--- src/rtl/enc_pkg.sv ---
// Shared definitions for the request encoder: FSM state encoding and the
// default number of request lines.
package enc_pkg;

   typedef enum logic {
      IDLE    = 1'b0,
      PRESENT = 1'b1
   } state_t;

   localparam int N_DEFAULT = 4;

endpackage

--- src/rtl/prio_enc.sv ---
// Combinational priority encoder: returns the index of the lowest set bit
// of vec and a flag telling whether any bit is set.
module prio_enc #(
   parameter int N = 4,
   localparam int CW = $clog2(N)
) (
   input  logic [N-1:0]  vec,
   output logic [CW-1:0] idx,
   output logic          any
);

   // Scan from the top down so the lowest set bit is the last assignment.
   always_comb begin
      idx = '0;
      any = 1'b0;
      for (int i = N - 1; i >= 0; i--) begin
         if (vec[i]) begin
            idx = CW'(i);
            any = 1'b1;
         end
      end
   end

endmodule

--- src/rtl/req_encoder.sv ---
// Collects single-cycle request pulses into a pending set and presents them
// one at a time as binary codes over a valid/ready handshake, lowest index first.
module req_encoder
   import enc_pkg::*;
#(
   parameter int N = N_DEFAULT,
   localparam int CW = $clog2(N)
) (
   input  logic          clk,
   input  logic          rst_n,
   input  logic [N-1:0]  req_in,
   output logic [CW-1:0] code_out,
   output logic          code_valid,
   input  logic          code_ready,
   output logic [N-1:0]  pending,
   output logic          overflow
);

   generate
      if ((N < 2) || ((N & (N - 1)) != 0)) begin : g_bad_n
         $error("req_encoder: N must be a power of two and at least 2");
      end
   endgenerate

   state_t        state;
   state_t        state_nxt;
   logic [CW-1:0] enc_idx;
   logic          enc_any;
   logic          hs;
   logic          load;
   logic [N-1:0]  grant;
   logic [N-1:0]  pending_nxt;
   logic          overflow_nxt;

   // Only the registered pending set feeds the encoder; req_in never bypasses it.
   prio_enc #(
      .N (N)
   ) u_prio_enc (
      .vec (pending),
      .idx (enc_idx),
      .any (enc_any)
   );

   assign hs   = code_valid & code_ready;
   assign load = enc_any & ((state == IDLE) | hs);

   always_comb begin
      grant = '0;
      if (load) begin
         grant = {{(N-1){1'b0}}, 1'b1} << enc_idx;
      end
   end

   // A new request on a bit being granted in the same cycle keeps it pending.
   assign pending_nxt  = (pending & ~grant) | req_in;
   assign overflow_nxt = |(req_in & pending & ~grant);

   always_comb begin
      state_nxt = state;
      case (state)
         IDLE: begin
            if (enc_any) begin
               state_nxt = PRESENT;
            end
         end
         PRESENT: begin
            if (hs && !enc_any) begin
               state_nxt = IDLE;
            end
         end
         default: state_nxt = IDLE;
      endcase
   end

   always_ff @(posedge clk or negedge rst_n) begin
      if (!rst_n) begin
         state      <= IDLE;
         pending    <= '0;
         code_out   <= '0;
         code_valid <= 1'b0;
         overflow   <= 1'b0;
      end else begin
         state      <= state_nxt;
         pending    <= pending_nxt;
         overflow   <= overflow_nxt;
         code_valid <= (state_nxt == PRESENT);
         if (load) begin
            code_out <= enc_idx;
         end
      end
   end

endmodule

--- config.mk ---
export PLATFORM = sky130hd
export DESIGN_NAME = req_encoder
export DESIGN_NICKNAME = d
export VERILOG_FILES = /design/src/rtl/enc_pkg.sv /design/src/rtl/prio_enc.sv /design/src/rtl/req_encoder.sv
export SDC_FILE = /design/constraint.sdc
export NUM_CORES = 1
export LEC_CHECK = 0
export BUFFER_PORTS_ARGS = -buffer_cell sky130_fd_sc_hd__buf_4
export CAP_MARGIN = 20
export CORE_AREA = 2 2 39 41
export DETAILED_ROUTE_END_ITERATION = 8
export DIE_AREA = 0 0 41 43
export SLEW_MARGIN = 30
export SYNTH_ARGS = -nofsm -noshare
export SYNTH_HDL_FRONTEND = slang
export SYNTH_SLANG_ARGS = --single-unit
--- constraint.sdc ---
create_clock -name clk -period 1.5 [get_ports clk]
set_input_delay 0.15 -clock clk [delete_from_list [all_inputs] [get_ports clk]]
set_output_delay 0.15 -clock clk [all_outputs]
set_load 0.02 [all_outputs]
After elaboration in Yosys (flattened, before gate mapping) --
Index checks and enable logic that the tools add are counted.
Cells by class: shift-type cells 1, multiplexer cells 12, bitwise gates (word level) 9, reductions and logical operators 3
Operators with widths (number):
- bitwise AND 4 bit | 3
- two-way mux 2 bit | 4
- two-way mux 1 bit | 6
- two-way mux 4 bit | 1
- NOT 4 bit | 1
- OR 4 bit | 1
- OR reduction 4 bit | 1
- left shift 1 x 2 -> 4 bit, first input constant | 1
- bitwise AND 1 bit | 2
- case mux 1 bit (2 select lines) | 1
- logical AND 1 bit | 1
- zero test 1 bit | 1
- NOT 1 bit | 1
- OR 1 bit | 1
Word-level totals: register bits after elaboration 8, word-level logic and storage cells 29

Longest topological paths before layout --
Gate-level depths: netlist of the first run.
depth after elaboration 9, mapped depth 5, gate-level depth less buffers 4

Hierarchy --
From an unflattened synthesis of the first run, not the netlist that was laid out.
Unflattened totals: cells, all modules 38, area, all modules 400.4 sq um
Modules (own cells, without submodules):
- req_encoder | instances 1, cells each 31, area each 365.4 sq um, sequential area each 200.2 sq um
- prio_enc | instances 1, cells each 7, area each 35.0 sq um, sequential area each 0.0 sq um

Worst setup path after synthesis of the first run --
Ideal clock, no wire load.
path kind register -> register, start register state, end register overflow, library setup time 142 ps, arrival 1073 ps, data required time 1358 ps, setup slack 285 ps, stages on the path, launching flop included 6, path buffers 1, period minus slack after synthesis 1215 ps, cells stage by stage dfrtp_1 > nor2b_4 > buf_6 > nand2b_4 > a22oi_2 > o2111ai_2
Between the ends: cells in the longest elaborated chain, start to end 7, elaborated cells between the ends (all ways) 8
Ends and longest elaborated chain:
- from (decl) | line req_encoder.sv:25 | state_t state;
- from (signal assigned) | line req_encoder.sv:83 | state <= state_nxt;
- bitwise AND 1 bit or NOT 1 bit (tied branches)
- OR 1 bit (*) | line req_encoder.sv:45 | assign load = enc_any & ((state == IDLE) | hs);
- bitwise AND 1 bit (*) | line req_encoder.sv:45
- two-way mux 4 bit (*) | line req_encoder.sv:49 | if (load) begin
- NOT 4 bit (*) | line req_encoder.sv:56 | assign overflow_nxt = |(req_in & pending & ~grant);
- bitwise AND 4 bit (*) | line req_encoder.sv:56
- OR reduction 4 bit (*) | line req_encoder.sv:56
- net overflow_nxt | line req_encoder.sv:33 | logic overflow_nxt;
- to (signal assigned) | line req_encoder.sv:85 | overflow <= overflow_nxt;
- to (decl) | line req_encoder.sv:16 | output logic overflow
The timed path passes the listed nets; every way through them passes the cells marked *. A chain may end at the register's enable or synchronous reset.

Worst setup path after layout of the first run --
start register pending[0], end register overflow
Between the ends: cells in the longest elaborated chain, start to end 6, elaborated cells between the ends (all ways) 9
Ends and longest elaborated chain:
- from (decl) | line req_encoder.sv:15 | output logic [N-1:0] pending,
- from (signal assigned) | line req_encoder.sv:84 | pending <= pending_nxt;
- two-way mux 2 bit or two-way mux 1 bit (tied branches) | line prio_enc.sv:17 | if (vec[i]) begin
- left shift 1 x 2 -> 4 bit or bitwise AND 1 bit (tied branches) | line req_encoder.sv:50, req_encoder.sv:45
- two-way mux 4 bit | line req_encoder.sv:49
- NOT 4 bit | line req_encoder.sv:56
- bitwise AND 4 bit (*) | line req_encoder.sv:56
- OR reduction 4 bit (*) | line req_encoder.sv:56
- net overflow_nxt | line req_encoder.sv:33
Marked as above.

==> out/results.tsv, run 1 <==
metric	value	unit
Tcrit/Tclk final	71.69	%
CP required	1.63	ns
antenna cells	0	
pwr/cell area	932.9	mW/mm2
Final Max Tran Viols	0	
largest area contributor in the netlist	dfrtp_1	
Finish-stage setup viols	0	
drt first pass iters	3	
Peak VDD IR	424.5	uV
status	complete, no violations	
number of synthesized flops with an enable pin	0	
DRC errors left	0	
Mapped Avg Cell Area	11.69	um2
vias in the first global route	236	
# rows	14	
drt wl/cell	11.17	um
Synth top area share	53.51	%
startpoint types	flop	
Max Freq	929.9	MHz
DP Wirelength	529.6	um
clock-pin slew on the worst setup and hold paths	0.06	ns
largest fanout on the critical path	6	
DR iter-0 viols	8	
relative slew slack	86.98	%
top cells by count, synth	dfrtp_1 (8), nor2_1 (3)	
io pins	15	
remaining antenna violation count	0	
TritonCTS Sinks	8	
initial core utilization	27.03	%
vias after detailed routing	294	
Ys Warns	0	
leakage	0.0002420	uW
Fin. Hold Viols	0	
setup TNS	0	ns
pin count of the biggest net entering global routing	10	
share of post-route cells with drive strength above 1	44.90	%
die area	0.001763	mm2
post-CTS setup buffers	0	
final net count	58	
Mapped Cells	32	
initial antenna violation count	0	
WS Path Type	reg -> reg	
GRT Total Usage	9.889	%
Vias per Instance	4.523	
die height	43	um
gr ovfl total	0	
number of synthesized register bits	8	
nature of the critical path endpoint	flop	
Worst-Margin Slew	0.1949	ns
CTS tree	built	
post-synth cell types	18	
max cap viols	0	
H-tree depth	1	
min-delay worst type	in -> reg	
Die W	41	um
dpl ws	0.4275	ns
min cycle time layout	1.075	ns
Core ar.	0.001384	mm2
Placer Congestion	0.7657	
ys async rst share	100.0	%
Worst Setup Slack, final	0.4246	ns
Arrival @ worst endpoint	1.20	ns
CTS root buf	clkbuf_4	
Worst-Skew Late Latency	0.26	ns
TritonCTS Buffers	3	
first-pass GRT wire length	1.041	mm
Area contributors post-synth	dfrtp_1 (54%), a21o_1 (4.0%), o2111ai_2 (4.0%), nand2b_4 (3.7%), nor2b_4 (3.7%)	
most common cell in the synthesized netlist	dfrtp_1	
RSZ-0062 raised after global routing	no	
CTS max path bufs	2	
Syn Nets	39	
Area Overhead vs Synth	39.13	%
PortBufs	14	
synthesized area	374.1	um2
Setup Skew	0.0009480	ns
top_reg_cell synth	dfrtp_1	
post-synthesis sequential area ratio	53.51	%
Routed WL	726	um
## layout make-up
cell class | instances | area (um2)
multi-input cells | 21 | 155.1
inverters | 2 | 7.507
repair buffers | 15 | 115.1
well taps | 16 | 20.02
flip-flops and latches | 8 | 200.2
clock buffers | 3 | 22.52
fillers | 140 | 863.3
## cell families after synthesis
logic type / synth area share [%]
buffers and inverters: 5.017
DFF: 53.51
and+or+nand+nor: 18.06
AOI/OAI and AO/OA: 23.41
## worst paths after layout
kind | start | endpoint | slack [ns] | depth (start not counted)
hold reg to reg | code_out[1] | code_out[1] | 0.49 | 1
setup reg to reg | pending[0] | overflow | 0.42 | 4
min in group asynchronous | rst_n | state | 0.25 | 2
setup / recovery | pending[0] | overflow | 0.42 | 4
hold / removal | req_in[0] | pending[0] | 0.08 | 2
max in group asynchronous | rst_n | pending[1] | 1.13 | 2
## worst max-delay path, stage by stage, from the launching register on
cell and delay, ns:
dfrtp_1 0.43, nor2_2 0.18, nand2b_4 0.09, a22oi_2 0.13, o2111ai_2 0.11
## placed cells by master (no fill, tap or decap), drive strengths merged
cell	n
clkbuf	3
buf	14
o21ai	1
o22a	1
nand2b	3
nor2	4
dlygate4sd3	1
o21bai	1
a21oi	2
dfrtp	8
nor2b	1
o2111ai	1
a21o	2
inv	2
o22ai	1
o211ai	1
a22oi	1
nand3	2
## flip-flops by register name (all words and copies together) (netlist names)
register,cells
code_out,2
state,1
pending,4
overflow,1
## where the power goes
| part | leakage [uW] | total, uW | internal (uW) | switching, uW |
|---|---|---|---|---|
| sequential | 0.0000813 | 236 | 226 | 9.94 |
| combinational | 0.000147 | 79.9 | 40.3 | 39.6 |
| clock | 0.0000138 | 169 | 91.8 | 77.4 |
## through the flow
stage / total power (uW) / hold WS (ns) / instances / cell area, um2 / utilization (%)
floorplan: 281.8 / -0.1456 / 32 / 374.1 / -
global placement: 318.9 / -0.02386 / 61 / 488.0 / 35.26
detailed placement: 318.9 / -0.02658 / 61 / 488.0 / 35.26
CTS: 496.2 / 0.07191 / 65 / 520.5 / 37.61
global route: 519.3 / 0.06585 / 65 / 520.5 / 37.61
finish: 485.6 / 0.08047 / 65 / 520.5 / 37.61
## repair_timing
item,4_1_cts,5_1_grt
endpoints found under the hold margin,8,0
hold buffers,1,0
resized for setup,0,0
## layer usage
layer | global-route usage (%) | up-vias | routed length [um]
met5 | 0 | - | 0
met1 | 11.44 | 131 | 342
met3 | 9.424 | 4 | 65
li1 | - | 147 | -
met2 | 11.25 | 12 | 302
met4 | 6.000 | 0 | 15
No activity file was read; power rests on OpenSTA's default activity.
==> run 2, diff against run 1 <==
==> constraint.sdc (replaced) <==
create_clock -name clk -period 1 [get_ports clk]
set_input_delay 0.1 -clock clk [delete_from_list [all_inputs] [get_ports clk]]
set_output_delay 0.1 -clock clk [all_outputs]
set_load 0.02 [all_outputs]
==> out/results.tsv, run 2 (synthesis gave the netlist of run 1 again) <==
metric	value	unit
WS Path Type	reg -> reg	
most common cell after layout, fill and taps aside	buf_4	
first-pass GRT wire length	1.248	mm
TritonCTS Sinks	8	
Peak VDD IR	829.6	uV
leakage	0.0002742	uW
drt wl/cell	10.67	um
worst reg2reg startpoint	state	
DRC errors left	0	
CTS max path bufs	2	
Critical Path Start	state	
TritonCTS Buffers	3	
DR iter-0 viols	6	
Area Overhead vs Synth	57.19	%
CP cell instances	nor2b_4, nand2b_4, a22oi_2, o2111ai_2	
CP required	1.12	ns
Finish-stage setup viols	4	
Max Freq	925.4	MHz
startpoint types	flop	
min-delay worst type	in -> reg	
Worst path max stage delay	0.40	ns
Post-Layout Inst Area	588.1	um2
DP Area	519.2	um2
FILL cells	136	
gr ovfl total	0	
die height	43	um
commonest cells after routing, fill and taps aside	buf_4 (19), dfrtp_1 (7), nor2_1 (3), clkbuf_4 (3)	
failing checks	setup timing	
Power Total	768.3	uW
io pins	15	
Biggest register	pending	
drt first pass iters	3	
CTS root buf	clkbuf_4	
Core ar.	0.001384	mm2
antenna cells	0	
Fin. Hold Viols	0	
die area	0.001763	mm2
final net count	64	
pwr/cell area	1306	mW/mm2
GRT Total Usage	11.01	%
Worst-Skew Late Latency	0.26	ns
max cap viols	0	
Final Max Tran Viols	0	
CTS tree	built	
min cycle time layout	1.081	ns
initial antenna violation count	0	
remaining antenna violation count	0	
Setup Skew	0.008391	ns
RSZ-0062 raised after global routing	yes	
max reg flops	4	
status	finished with violations	
vias in the first global route	307	
# rows	14	
Worst Setup Slack, final	-0.08062	ns
Vias per Instance	4.528	
top flop regs	pending (4), code_out (2)	
Die W	41	um
H-tree depth	1	
vias after detailed routing	326	
largest fanout on the critical path	7	
Routed WL	768	um
Placer Congestion	0.7041	
nature of the critical path endpoint	flop	
initial core utilization	27.03	%
Worst-Margin Slew	0.2088	ns
clock-pin slew on the worst setup and hold paths	0.06	ns
Arrival @ worst endpoint	1.20	ns
WP buf/inv	0	
pin count of the biggest net entering global routing	9	
dpl ws	-0.07615	ns
Worst Hold Launch	req_in[2]	
share of post-route cells with drive strength above 1	57.14	%
Worst path slowest cell	dfrtp_2	
CP delay by family, top	flip-flops	
PortBufs	14	
relative slew slack	86.08	%
Tcrit/Tclk final	108.1	%
==> run 2: cell count changes in the layout (fill, tap and decap cells not counted), sizes merged <==
cell,delta
buf,+6
clkbuf,+1
==> run 2: stage by stage <==
step | std cells | hold slack [ns] | utilization [%] | TNS [ns]
finish | 72 | 0.03906 | 42.50 | -0.1359
global route | 72 | 0.03038 | 42.50 | -0.4609
CTS | 70 | 0.02929 | 40.42 | -0.1925
detailed placement | 65 | -0.07200 | 37.52 | -0.07661
global placement | 65 | -0.07380 | 37.52 | -0.05874
floorplan | 32 | -0.1956 | - | -0.5407
==> run 2: per-layer routing <==
metal	part of all wire, %	up-vias	global-route usage (%)
li1	-	162	-
met1	47	148	13.11
met2	39	16	13.44
met3	14	0	10.47
met4	0	0	4.000
met5	0	-	0
==> run 2: worst reg2reg max path, cell delays in order (launching register included) <==
cell	delay (ns)
dfrtp_2	0.40
nor2b_4	0.15
nand2b_4	0.16
a22oi_2	0.13
o2111ai_2	0.11
==> run 2: final cells by class <==
cell class	instances	area [um2]	area share, %
sequential	8	201.4	34.26
tap	16	20.02	3.404
multi-input combinational	21	168.9	28.72
inverter	2	7.507	1.277
timing repair buffer	21	163.9	27.87
clock buffer	4	26.28	4.468
==> run 2: repair_timing <==
| action | CTS | global route |
|---|---|---|
| setup buffers | 0 | 2 |
| pin swaps | 0 | 1 |
| gates resized for setup | 1 | 3 |
| endpoints found under the setup margin | 5 | 9 |
| hold buffers | 1 | 0 |
| endpoints found under the hold margin | 8 | 0 |
==> run 2: path summary, 6_finish.rpt <==
| check | to | slack [ns] | cells after the start |
|---|---|---|---|
| max reg2reg | overflow | -0.08 | 4 |
| min | pending[2] | 0.04 | 2 |
| min in group asynchronous | state | 0.19 | 2 |
| max in group asynchronous | state | 0.67 | 2 |
| min reg2reg | code_out[1] | 0.49 | 1 |
| max | overflow | -0.08 | 4 |
==> run 2: report_power, final <==
group          switching, uW  internal, uW  total [uW]
Combinational           70.1          79.1         149
Sequential              12.1           340         352
Clock                    114           153         267
==> run 3, diff against run 2 <==
--- a/config.mk
+++ b/config.mk
@@ -7,9 +7,10 @@
 export LEC_CHECK = 0
 export BUFFER_PORTS_ARGS = -buffer_cell sky130_fd_sc_hd__buf_4
 export CAP_MARGIN = 20
-export CORE_AREA = 2 2 39 41
+export CORE_AREA = 8 8 45 47
+export CTS_BUF_LIST = sky130_fd_sc_hd__clkbuf_4
 export DETAILED_ROUTE_END_ITERATION = 8
-export DIE_AREA = 0 0 41 43
+export DIE_AREA = 0 0 53 55
 export SLEW_MARGIN = 30
 export SYNTH_ARGS = -nofsm -noshare
 export SYNTH_HDL_FRONTEND = slang
==> out/results.tsv, run 3 (synthesis gave the netlist of run 1 again) <==
metric	value	unit
status	finished with violations	
failing checks	setup timing	
TritonCTS Buffers	3	
clock-pin slew on the worst setup and hold paths	0.06	ns
Worst path max stage delay	0.40	ns
max cap viols	0	
drt wl/cell	12.89	um
CP cell instances	nor2b_4, nand2b_4, a22oi_2, o2111ai_2	
gr ovfl total	0	
Peak VDD IR	818.5	uV
Core ar.	0.001384	mm2
pin count of the biggest net entering global routing	9	
Final Max Tran Viols	0	
Power Total	801.3	uW
relative slew slack	86.55	%
leakage	0.0002845	uW
WP buf/inv	0	
CTS max path bufs	2	
CTS root buf	clkbuf_4	
most common cell after layout, fill and taps aside	buf_4	
min cycle time layout	1.092	ns
initial core utilization	27.03	%
Tcrit/Tclk final	109.2	%
Placed Cells	65	
antenna cells	0	
commonest cells after routing, fill and taps aside	buf_4 (19), dfrtp_1 (5), clkbuf_4 (4)	
setup TNS	-0.1971	ns
min-delay worst type	in -> reg	
CP required	1.11	ns
Arrival @ worst endpoint	1.20	ns
DP Area	519.2	um2
Placer Congestion	0.7310	
pwr/cell area	1329	mW/mm2
initial antenna violation count	0	
r2r endpoint	overflow	
number of cells on the critical path	4	
drt first pass iters	4	
Routed WL	941	um
Fin. Hold Viols	0	
Reg2Reg Depth	4	
worst reg2reg startpoint	state	
hold depth	2	
Setup Skew	0.007751	ns
H-tree depth	1	
crit path to	overflow	
die area	0.002915	mm2
startpoint types	flop	
max reg flops	4	
Die W	53	um
GRT Total Usage	7.253	%
nature of the critical path endpoint	flop	
PortBufs	14	
vias in the first global route	347	
top flop regs	pending (4), code_out (2)	
WS Path Type	reg -> reg	
remaining antenna violation count	0	
share of post-route cells with drive strength above 1	61.40	%
Area Overhead vs Synth	61.20	%
CTS tree	built	
# rows	14	
die height	55	um
RSZ-0062 raised after global routing	yes	
io pins	15	
Min Hold Slack	0.03528	ns
Worst-Margin Slew	0.2009	ns
DP Wirelength	688.2	um
Finish-stage setup viols	5	
Critical Path Start	state	
CP delay by family, top	flip-flops	
Biggest register	pending	
Worst-Skew Late Latency	0.25	ns
Post-Layout Inst Area	603.1	um2
Max Freq	915.8	MHz
DRC errors left	0	
largest fanout on the critical path	6	
TritonCTS Sinks	8	
final net count	65	
Final Non-Filler Cells	73	
flop2flop setup slack	-0.09	ns
Worst path slowest cell	dfrtp_2	
Worst Setup Slack, final	-0.09197	ns
Vias per Instance	4.534	
DR iter-0 viols	4	
first-pass GRT wire length	1.511	mm
vias after detailed routing	331	
[run 3: cell types whose count changed in the layout (fill, tap and decap cells not counted), sizes merged]
cell,change
buf,+1
[run 3: worst reg2reg max path, delay by kind of cell (launching register included)]
kind,cells,cell delay (ns)
simple gates,2,0.30
compound gates,2,0.25
flops,1,0.40
[run 3: what timing repair did]
action | CTS | global route
setup endpoints to repair | 5 | 9
pin swaps | 1 | 1
gates resized for setup | 4 | 3
hold buffers | 1 | 0
hold endpoints to repair | 8 | 0
setup buffers | 2 | 1
[run 3: final cells by class]
class / count / area [um2]
multi-input cells: 21 / 166.4
repair buffers: 22 / 175.2
inverters: 2 / 7.507
clock buffers: 4 / 30.03
well taps: 16 / 20.02
flip-flops and latches: 8 / 203.9
fillers: 140 / 780.7
[run 3: stage by stage]
stage	worst slack, ns	utilization, %
after floorplan	-0.1982	-
after CTS	-0.09647	42.59
after global placement	-0.05893	37.52
after detailed placement	-0.08730	37.52
after global routing	-0.1176	43.58
final	-0.09197	43.58
[run 3: worst min-delay path by stage]
stage | start | to | slack (ns)
3_3_place_gp | rst_n | pending[2] | -0.07
3_5_place_dp | rst_n | pending[2] | -0.07
5_1_grt | req_in[0] | pending[0] | 0.03
6_report | req_in[0] | pending[0] | 0.04
4_1_cts | req_in[0] | pending[0] | 0.03
2_1_floorplan | rst_n | code_out[0] | -0.20
[run 3: layer usage]
metal	wire length, um	track usage [%]	vias up
met5	0	0	-
met4	0	5.172	0
met3	116	4.813	0
met2	372	8.984	13
met1	453	8.642	155
li1	-	-	163
[run 3: power by group]
group | leakage [uW] | internal [uW] | switching, uW
clock network | 0.0000184 | 180 | 118
registers | 0.0000804 | 340 | 11.2
logic | 0.000186 | 79.9 | 72.5
total | 0.000285 | 600 | 201
